**src/rtl/moving_avg_decoder.sv**
```systemverilog
// Inverse of a 4-tap unity-weight moving sum: x[n] = y[n] - x[n-1] - x[n-2] - x[n-3].
// Single output register with valid/ready on both sides; sticky range error flags desync.
module moving_avg_decoder #(
  parameter int N     = 16,
  parameter int CNT_W = 16
) (
  input  logic             clk,
  input  logic             rst,
  input  logic             in_valid,
  output logic             in_ready,
  input  logic [N+1:0]     in_data,
  input  logic             resync,
  output logic             out_valid,
  input  logic             out_ready,
  output logic [N-1:0]     out_data,
  output logic             err,
  output logic [CNT_W-1:0] sample_cnt
);

  typedef enum logic {RUN, ERR} state_t;

  state_t state_q, state_d;

  logic [N-1:0] x1, x2, x3;
  logic [N-1:0] h1, h2, h3;
  logic [N+2:0] diff;
  logic         acc;
  logic         oor;

  assign in_ready = !out_valid | out_ready;
  assign acc      = in_valid & in_ready;
  assign err      = (state_q == ERR);

  // resync decodes the same-cycle sample against zero history
  always_comb begin
    h1 = resync ? '0 : x1;
    h2 = resync ? '0 : x2;
    h3 = resync ? '0 : x3;
    diff = {1'b0, in_data}
         - {3'b000, h1}
         - {3'b000, h2}
         - {3'b000, h3};
    oor = |diff[N+2:N];
  end

  always_comb begin
    state_d = state_q;
    if (resync)
      state_d = RUN;
    if (acc && oor)
      state_d = ERR;
  end

  always_ff @(posedge clk) begin
    if (!rst) begin
      state_q    <= RUN;
      out_valid  <= 1'b0;
      out_data   <= '0;
      x1         <= '0;
      x2         <= '0;
      x3         <= '0;
      sample_cnt <= '0;
    end else begin
      state_q <= state_d;
      if (acc) begin
        out_data  <= diff[N-1:0];
        out_valid <= 1'b1;
        x3        <= h2;
        x2        <= h1;
        x1        <= diff[N-1:0];
      end else begin
        if (out_ready)
          out_valid <= 1'b0;
        if (resync) begin
          x1 <= '0;
          x2 <= '0;
          x3 <= '0;
        end
      end
      if (resync)
        sample_cnt <= acc ? CNT_W'(1) : '0;
      else if (acc)
        sample_cnt <= sample_cnt + CNT_W'(1);
    end
  end

endmodule

```
**config.mk**
```make
export PLATFORM = sky130hd
export DESIGN_NAME = moving_avg_decoder
export DESIGN_NICKNAME = d
export VERILOG_FILES = /design/src/rtl/moving_avg_decoder.sv
export SDC_FILE = /design/constraint.sdc
export NUM_CORES = 1
export LEC_CHECK = 0
export CAP_MARGIN = 15
export CORE_MARGIN = 3
export CORE_UTILIZATION = 45
export CTS_BUF_LIST = sky130_fd_sc_hd__clkbuf_8
export DETAILED_ROUTE_END_ITERATION = 10
export PLACE_DENSITY = 0.66
export SLEW_MARGIN = 20
export SYNTH_ARGS = -nofsm -noshare
export SYNTH_HDL_FRONTEND = slang
export SYNTH_SLANG_ARGS = --single-unit
```
**constraint.sdc**
```tcl
create_clock -name clk -period 12.9 [get_ports clk]
set_input_delay 2.58 -clock clk [delete_from_list [all_inputs] [get_ports clk]]
set_output_delay 2.58 -clock clk [all_outputs]
set_load 0.1 [all_outputs]
```
==> qor.yml <==
status:
  outcome: "finished clean"
route:
  first_pass_iters: 4
  vias_per_cell: 5.06
  routedWlPerCell_um: 13.6
  postRouteAntennaNets: 0
  drtIter0Drc: 181
  drt_wl_total_um: 10700
  route.detailed.drc: 0
  via_count: 3988
yosys:
  synth_edf_count: 0
  async_flop_share_pct: 0
  seq_area_frac_synth_pct: 32.3
  synth_fp_nets: 672
  synth_seq_cells: 82
  yosys.cell_types.count: 46
  yosys_most_used_dff: "dfxtp_1"
  synth.area.top_cells: "dfxtp_1 32%, fa_1 13%, inv_1 5.7%"
  synth_area_sq_mm: 0.00508
  synthDominantCellAreaShare_pct: 32.3
  synthesis.instances: 596
  syn_area_per_cell_sq_um: 8.52
  yosys_warnings: 0
  yosysTopAreaCell: "dfxtp_1"
critical_path:
  cp_data_required_time_ns: 10.32
  max_stage_delay_ns: 1.18
  end_kind: "primary output"
  crit_type: "input port to primary output"
  crit_path_max_fanout: 8
  slowest_stage: "clkdlybuf4s50_1"
  worstPathCellList: "clkdlybuf4s50_1, nand2b_1, clkdlybuf4s50_1"
  path_common_cell: "clkdlybuf4s50_1"
  worstSetupStartpointType: "input port"
  crit_arrival_ns: 4.45
timing:
  final.min_clock_period_ns: 7.03
  timing.final.crit_share_pct: 54.5
  fin_skew_ns: 0.0123
  maxSlewViolCount: 0
  whs_ns: 0.447
  clock.fmax_mhz: 142
  rsz0062_at_grt: "no"
  slew_headroom_pct: 32.8
  hold_viol_final: 0
  setup_viol: 0
  setup_tns_ns: 0
  worst_pin_slew_ns: 1.00
final_layout:
  drive_gt1_share_pct: 4.17
  multiInputGateArea_sq_mm: 0.00304
  final-instance-count-excl-fill: 788
  n_fill_cell: 1021
  final_common_cell: "dfxtp_1"
  mostFrequentLayoutCells: "82 x dfxtp_1, 77 x inv_1, 57 x clkdlybuf4s50_1"
  nNetsFinal: 719
  area_delta_synth_final_pct: 17.1
  register_area_sq_mm: 0.00164
  diodes: 0
cts:
  post_cts_buffers: 0
  clock_latency_ns: 0.37
  clk_path_buf_depth: 2
  cts_num_sinks: 82
  hold_buffers: 0
  cts-root-buf: "clkbuf_8"
  clk_pin_slew_ns: 0.09
  cts_resized: 0
  tritoncts: "built"
  cts_inserted_buffers: 9
  htree_num_levels: 3
global_routing:
  use_met2_pct: 29.7
  grt_max_degree: 55
  grt_util_met3_pct: 2.91
  grt_util_all_layers_pct: 18.0
  gr-max-usage-layer: "met2"
  grt_pass1_wl_um: 18500
  grt_overflow: 0
  grtUsageMet1_pct: 23.9
  grt_pass1_vias: 3929
  antenna_found_initial: 0
die:
  ios: 58
  dieArea_sq_mm: 0.0126
  num_rows: 38
  fp.coreArea_sq_mm: 0.0109
  die_h_um: 112
  die_w_um: 112
  start_util_pct: 46.4
power_and_ir_drop:
  pwr-share-seq_pct: 39.1
  intPower_mw: 0.438
  switching_share_pct: 38.0
  power.switching_mw: 0.268
  combPwrFrac_pct: 33.5
  p_clk_share_pct: 27.4
  powerDensity_mw_per_mm2: 119
  leakage_nw: 2.49
  ir_drop_mv: 0.0916
  p_total_mw: 0.707
job:
  maxCapViolations: 0
place:
  port_buffers: 57
  globalplace.congestion: 0.874
  dpl.hpwl_um: 7800
  place_inst: 772
min_path:
  min_path_type: "register to register"
[flip-flops by register name, indices dropped and copies added, names as in the netlist]
name and flops:
out_data 16, x2 16, out_valid 1, err 1, sample_cnt 16, x3 16
x1 16
[cell type report]
cell class / count / area share [%]
flip-flops and latches: 82 / 27.6
clock inverters: 7 / 1.28
clock buffers: 9 / 2.08
multi-input cells: 412 / 51.1
inverters: 77 / 4.86
repair buffers: 61 / 10.1
well taps: 140 / 2.94
[worst max-delay path, delay by kind of cell]
kind / cells / cell delay, ns
AND/OR/NAND/NOR: 1 / 0.24
buffers and inverters: 2 / 1.63
[Yosys cell counts, drive strengths merged, types with 4 or more instances]
cell,instances
a21oi,30
nor2b,35
inv,77
o211ai,4
fa,32
a21boi,14
clkbuf,23
nand3,13
dfxtp,82
a21o,5
nor2,56
nand2b,33
o21ai,23
xor2,12
xnor2,12
nand4,4
nand2,44
mux2i,14
and2,10
and3,4
o21a,17
ha,21
[through the flow]
stage,worst slack [ns],util [%],area (sq um)
after detailed placement,5.88,52.6,5750
after floorplan,6.69,-,5080
after global placement,5.91,52.6,5750
after global routing,5.77,54.4,5950
after CTS,5.88,54.4,5950
final,5.87,54.4,5950
[routing by layer]
metal	wire (um)	share of wire, %	vias up
met5	0	0	-
met4	182	1.7	0
met3	461	4.3	11
met2	4950	46	84
met1	5090	48	1883
li1	-	-	2010
[power by group through the flow]
stage / Combinational (mW) / Sequential (mW) / Clock [mW]
floorplan: 0.118 / 0.345 / 0
global placement: 0.235 / 0.282 / 0
detailed placement: 0.236 / 0.283 / 0
CTS: 0.238 / 0.277 / 0.201
global route: 0.259 / 0.279 / 0.212
finish: 0.236 / 0.277 / 0.194
[kinds of logic after synthesis]
logic type | Yosys count | synth area share (%)
AOI/OAI and AO/OA | 113 | 14.6
adders and majority gates | 53 | 17.8
xor gates and xnor gates | 24 | 4.14
muxes | 14 | 2.76
DFF | 82 | 32.3
buffers and inverters | 102 | 7.76
and+or+nand+nor | 208 | 20.6
[final timing paths]
kind | start | to | slack [ns] | cells after the start
max reg2reg | x1[0] | err | 9.17 | 12
max | out_ready | in_ready | 5.87 | 3
min | out_data[9] | out_data[9] | 0.45 | 2
min reg2reg | out_data[9] | out_data[9] | 0.45 | 2
Note: power is estimated with default switching activity, not from simulation.
